`src/rtl/heard_ind_serializer_pkg.sv`:
```
// Shared types and header layout for the heard indication serializer.
package heard_ind_serializer_pkg;

  typedef enum logic [1:0] {
    StIdle,
    StHdr,
    StMeth,
    StVal
  } state_e;

  // Header word layout: method id in the upper half, payload word count below.
  localparam int unsigned HdrIdMsb  = 31;
  localparam int unsigned HdrIdLsb  = 16;
  localparam int unsigned HdrLenMsb = 15;
  localparam int unsigned HdrLenLsb = 0;

  localparam logic [15:0] DefaultMethodId = 16'h0001;

  function automatic logic [31:0] hdr_word(input logic [15:0] id, input logic [15:0] len);
    logic [31:0] word;
    word                      = '0;
    word[HdrIdMsb:HdrIdLsb]   = id;
    word[HdrLenMsb:HdrLenLsb] = len;
    return word;
  endfunction

endpackage

```
`src/rtl/heard_ind_serializer.sv`:
```
// Serializes one heard(meth, v) indication into header + meth words + v words,
// holding one message at a time and back-pressuring the producer.
module heard_ind_serializer
  import heard_ind_serializer_pkg::*;
#(
  parameter int unsigned DATA_WIDTH = 192,
  parameter int unsigned WORD_WIDTH = 32,
  parameter logic [15:0] METHOD_ID  = DefaultMethodId
) (
  input  logic                  CLK,
  input  logic                  nRST,
  input  logic                  heard__ENA,
  input  logic [DATA_WIDTH-1:0] heard_meth,
  input  logic [DATA_WIDTH-1:0] heard_v,
  output logic                  heard__RDY,
  output logic                  out__ENA,
  output logic [WORD_WIDTH-1:0] out_data,
  output logic                  out_last,
  input  logic                  out__RDY,
  output logic [15:0]           msg_count
);

  localparam int unsigned NW   = DATA_WIDTH / WORD_WIDTH;
  localparam int unsigned IdxW = (NW > 1) ? $clog2(NW) : 1;
  localparam int unsigned OffW = (DATA_WIDTH > 1) ? $clog2(DATA_WIDTH) : 1;
  localparam logic [IdxW-1:0] IdxLast = IdxW'(NW - 1);
  localparam logic [WORD_WIDTH-1:0] HdrWord = WORD_WIDTH'(hdr_word(METHOD_ID, 16'(2 * NW)));

  state_e                state_q, state_d;
  logic [IdxW-1:0]       idx_q, idx_d;
  logic [DATA_WIDTH-1:0] meth_q, meth_d;
  logic [DATA_WIDTH-1:0] v_q, v_d;
  logic [15:0]           msg_count_q, msg_count_d;

  logic            last_word;
  logic            accept;
  logic [OffW-1:0] word_off;

  assign last_word  = (state_q == StVal) && (idx_q == IdxLast);
  assign out__ENA   = (state_q != StIdle) & out__RDY;
  // Ready while the last word leaves so back-to-back messages have no bubble.
  assign heard__RDY = (state_q == StIdle) | (last_word & out__RDY);
  // A fire while not ready is a protocol violation and is dropped here.
  assign accept     = heard__ENA & heard__RDY;
  assign word_off   = OffW'(idx_q) * OffW'(WORD_WIDTH);
  assign msg_count  = msg_count_q;
  assign out_last   = last_word;

  // Output word mux: sliced directly from the captured argument registers.
  always_comb begin
    out_data = '0;
    unique case (state_q)
      StIdle:  out_data = '0;
      StHdr:   out_data = HdrWord;
      StMeth:  out_data = meth_q[word_off +: WORD_WIDTH];
      StVal:   out_data = v_q[word_off +: WORD_WIDTH];
      default: out_data = '0;
    endcase
  end

  // Next-state: capture on accept, advance the word index on each transfer.
  always_comb begin
    state_d     = state_q;
    idx_d       = idx_q;
    meth_d      = meth_q;
    v_d         = v_q;
    msg_count_d = msg_count_q;
    if (accept) begin
      meth_d = heard_meth;
      v_d    = heard_v;
    end
    unique case (state_q)
      StIdle: begin
        if (accept) state_d = StHdr;
      end
      StHdr: begin
        if (out__ENA) begin
          state_d = StMeth;
          idx_d   = '0;
        end
      end
      StMeth: begin
        if (out__ENA) begin
          if (idx_q == IdxLast) begin
            state_d = StVal;
            idx_d   = '0;
          end else begin
            idx_d = idx_q + 1'b1;
          end
        end
      end
      StVal: begin
        if (out__ENA) begin
          if (idx_q == IdxLast) begin
            msg_count_d = msg_count_q + 16'd1;
            idx_d       = '0;
            state_d     = accept ? StHdr : StIdle;
          end else begin
            idx_d = idx_q + 1'b1;
          end
        end
      end
      default: state_d = StIdle;
    endcase
  end

  // State registers with synchronous active-low reset.
  always_ff @(posedge CLK) begin
    if (!nRST) begin
      state_q     <= StIdle;
      idx_q       <= '0;
      meth_q      <= '0;
      v_q         <= '0;
      msg_count_q <= '0;
    end else begin
      state_q     <= state_d;
      idx_q       <= idx_d;
      meth_q      <= meth_d;
      v_q         <= v_d;
      msg_count_q <= msg_count_d;
    end
  end

endmodule

```
`config.mk`:
```
export PLATFORM = sky130hd
export DESIGN_NAME = heard_ind_serializer
export DESIGN_NICKNAME = d
export VERILOG_FILES = /design/src/rtl/heard_ind_serializer_pkg.sv /design/src/rtl/heard_ind_serializer.sv
export SDC_FILE = /design/constraint.sdc
export NUM_CORES = 1
export LEC_CHECK = 0
export CAP_MARGIN = 20
export CORE_ASPECT_RATIO = 1.2
export CORE_MARGIN = 2
export CORE_UTILIZATION = 50
export DETAILED_ROUTE_END_ITERATION = 10
export PLACE_DENSITY = 0.8
export SYNTH_ARGS = -nofsm -noshare
export SYNTH_HDL_FRONTEND = slang
export SYNTH_SLANG_ARGS = --single-unit
export TNS_END_PERCENT = 5
```
`constraint.sdc`:
```
create_clock -name CLK -period 3.9 [get_ports CLK]
set_input_delay 0.39 -clock CLK [delete_from_list [all_inputs] [get_ports CLK]]
set_output_delay 0.39 -clock CLK [all_outputs]
set_load 0.01 [all_outputs]
```
==> qor.txt <==
Worst Setup Slack, final - 0.1070 ns
First-pass GRT wire length - 92050 µm
Max Clk Rate - 263.6 MHz
Pleak - 9.821 nW
CP Class - register to output port
Initial antenna violation count - 0
Avg Inst Size Synth - 9.585 µm²
Period utilisation layout - 97.26%
Nets - 2759
Top_reg_cell synth - dfxtp_1
Hpwl dp - 46070 µm
Clk_lat worst skew - 0.55 ns
Worst slew pin tran - 0.9731 ns
WP data required - 3.51 ns
Max-cap violations - 0
Post-Syn Area - 0.01931 mm²
Remaining Overflow, GRT - 0
Post-Place Cell Area - 0.02386 mm²
Status - finished, final reports clean
DR vias - 16.19k
DR pass1 iterations - 5
Seq/Total Area, Yosys - 41.98%
Worst setup SP type - register
Fin. max-slew vios - 0
Worst hold path type - input port to register
Share of post-route cells with drive strength above 1 - 8.382%
Synth cell types - 48
Tmin final - 3.793 ns
Drc violations - 0
Worst slew margin - 35.04%
Gate count of the mapped netlist - 2015
Setup_tns - 0 ns
Pwr/cell area - 539.3 mW/mm²
Die height - 219.3 µm
CTS sink cnt - 405
Area added between synthesis and finish - 31.17%
Tot GR Track Use - 30.10%
# Post-CTS Setup Buffers - 0
EDFF count, synth - 0
Dpl ws - 0.6595 ns
Final hold vios - 0
Final instance area - 0.02533 mm²
FFs w/ async S/R, synth - 0%
Vias in the first global route - 16.29k
Die ar. - 0.04022 mm²
Final WL - 61900 µm
Clk slew on worst S/H paths - 0.06 ns
YS warnings - 0
DR iter-0 viols - 1205
Final antenna-violating net count - 0
Clk Tree Root Cell - clkbuf_16
Maximum clock path buffer count - 3
Core ar. - 0.03796 mm²
Initial Util - 50.87%
Hold buffer count at CTS - 0
Number of clock buffers inserted by TritonCTS - 43
Worst Hold Margin - 0.3803 ns
# rows - 78
Maximum vdd drop - 0.0003632 V
Pin count of the biggest net entering global routing - 123
CP Max Fanout - 28
Total power draw - 0.01366 W
Routed len/inst - 21.49 µm
CTS H-tree lvls - 2
Worst Skew - 0.01292 ns
Port Buffers - 438
Cts repair resizes - 0
I/O pins - 439
Die Wd - 183.4 µm
Vias per inst - 5.622
Worst setup EP type - output port
Final setup violation count - 0
Filler Cell Count - 2857
Unrepaired setup endpoints after global routing - false
Synthesized Nets - 2409
Gpl congestion - 0.9218
WP data arrival - 3.40 ns
Seq cells post-synth - 405
TritonCTS clock tree - yes
## metrics by stage
stage          instances  utilization (%)
3_5_place_dp        2800            62.86
3_3_place_gp        2800            62.86
6_report            2880            66.73
4_1_cts             2878            66.72
5_1_grt             2878            66.72
2_1_floorplan       2015                -
## synth_stat cells, types with 3 or more instances
master       n  share of area (%)
mux2i_1    392                 20
nor3_1       3              0.078
a21oi_1     14               0.36
or4_1       10               0.39
nand2b_1     3              0.097
inv_1        7               0.14
clkbuf_1   104                2.0
nand3_1      7               0.18
buf_2       19               0.49
dfxtp_1    405                 42
nand3b_1     3               0.12
nor2_1      11               0.21
a221o_1     28                1.5
o31ai_1      9               0.35
xnor2_1      6               0.27
ha_1         6               0.39
buf_6       42                2.4
mux4_2      92                 11
o21ai_0      5               0.13
nor2b_1     36                1.2
a2111oi_0    3               0.14
nand4_1      3              0.097
nand2_1    775                 15
## report_power, final
group | switching [W] | internal, W
combinational | 0.00200 | 0.00205
clock | 0.00167 | 0.00255
sequential | 0.000483 | 0.00491
total | 0.00416 | 0.00951
## layout by cell type (no fill, tap or decap), drive strengths merged, types with 2 or more instances in the layout
cell	n
a2111oi	4
a211oi	2
a21oi	14
a221o	28
and2	2
buf	36
bufinv	4
clkbuf	66
clkdlybuf4s50	437
clkinv	6
dfxtp	405
diode	2
ha	6
inv	8
mux2i	392
mux4	92
nand2	775
nand2b	3
nand3	7
nand3b	3
nand4	4
nor2	11
nor2b	36
nor3	3
nor4	2
nor4b	3
o21ai	5
o31ai	9
o32ai	2
or3	2
or4	10
xnor2	6
## per-layer routing
layer	vias to the layer above	track usage, %	routed length, µm
met1	7830	36.45	24560
met5	-	0	0
met3	166	4.497	3583
li1	7565	-	-
met4	0	19.44	4326
met2	630	50.05	29430
## final timing paths
check / startpoint / endpoint / slack (ns) / depth (start not counted)
min reg2reg: v_q[124]$_SDFFE_PN0P_ / v_q[124]$_SDFFE_PN0P_ / 0.46 / 2
max reg2reg: idx_q[0]$_SDFFE_PN0P_ / v_q[162]$_SDFFE_PN0P_ / 0.73 / 7
max: state_q[1]$_SDFFE_PN0P_ / out_data[22] / 0.11 / 7
min: nRST / meth_q[164]$_SDFFE_PN0P_ / 0.38 / 3
## worst max-delay path: stages, from the launching register on
cell and delay, ns:
dfxtp_1 0.56, inv_1 0.15, ha_1 0.30, or4_1 0.50, buf_4 0.27, nor2b_1 0.30
a221o_1 0.22, clkdlybuf4s50_1 0.55
## sequential cells by signal, summed over array words and instances, names as in the netlist
name	cells
idx_q	3
meth_q	192
msg_count	16
state_q	2
v_q	192
## layout make-up
class | instances | area [µm²] | share of cell area, %
diodes | 2 | 5.005 | 0.01976
inverters | 7 | 26.28 | 0.1037
well taps | 480 | 600.6 | 2.371
clock buffers | 66 | 1295 | 5.112
clock inverters | 12 | 168.9 | 0.6668
flip-flops and latches | 405 | 8112 | 32.02
multi-input cells | 1435 | 10240 | 40.41
repair buffers | 473 | 4890 | 19.30
## cell families (layout without fill, tap and decap cells)
| logic type | Yosys count | after routing | synth area share, % |
|---|---|---|---|
| AND/OR/NAND/NOR | 869 | 869 | 18.22 |
| multiplexers | 485 | 485 | 31.10 |
| flip-flops | 405 | 405 | 41.98 |
| buffers and inverters | 175 | 558 | 5.176 |
| AO/OA/AOI/OAI | 69 | 69 | 2.857 |
| adder cells (fa/ha/maj) | 6 | 6 | 0.3887 |
| XOR/XNOR | 6 | 6 | 0.2721 |
| other | 0 | 2 | 0 |
Power figures use the tool's default switching activity.
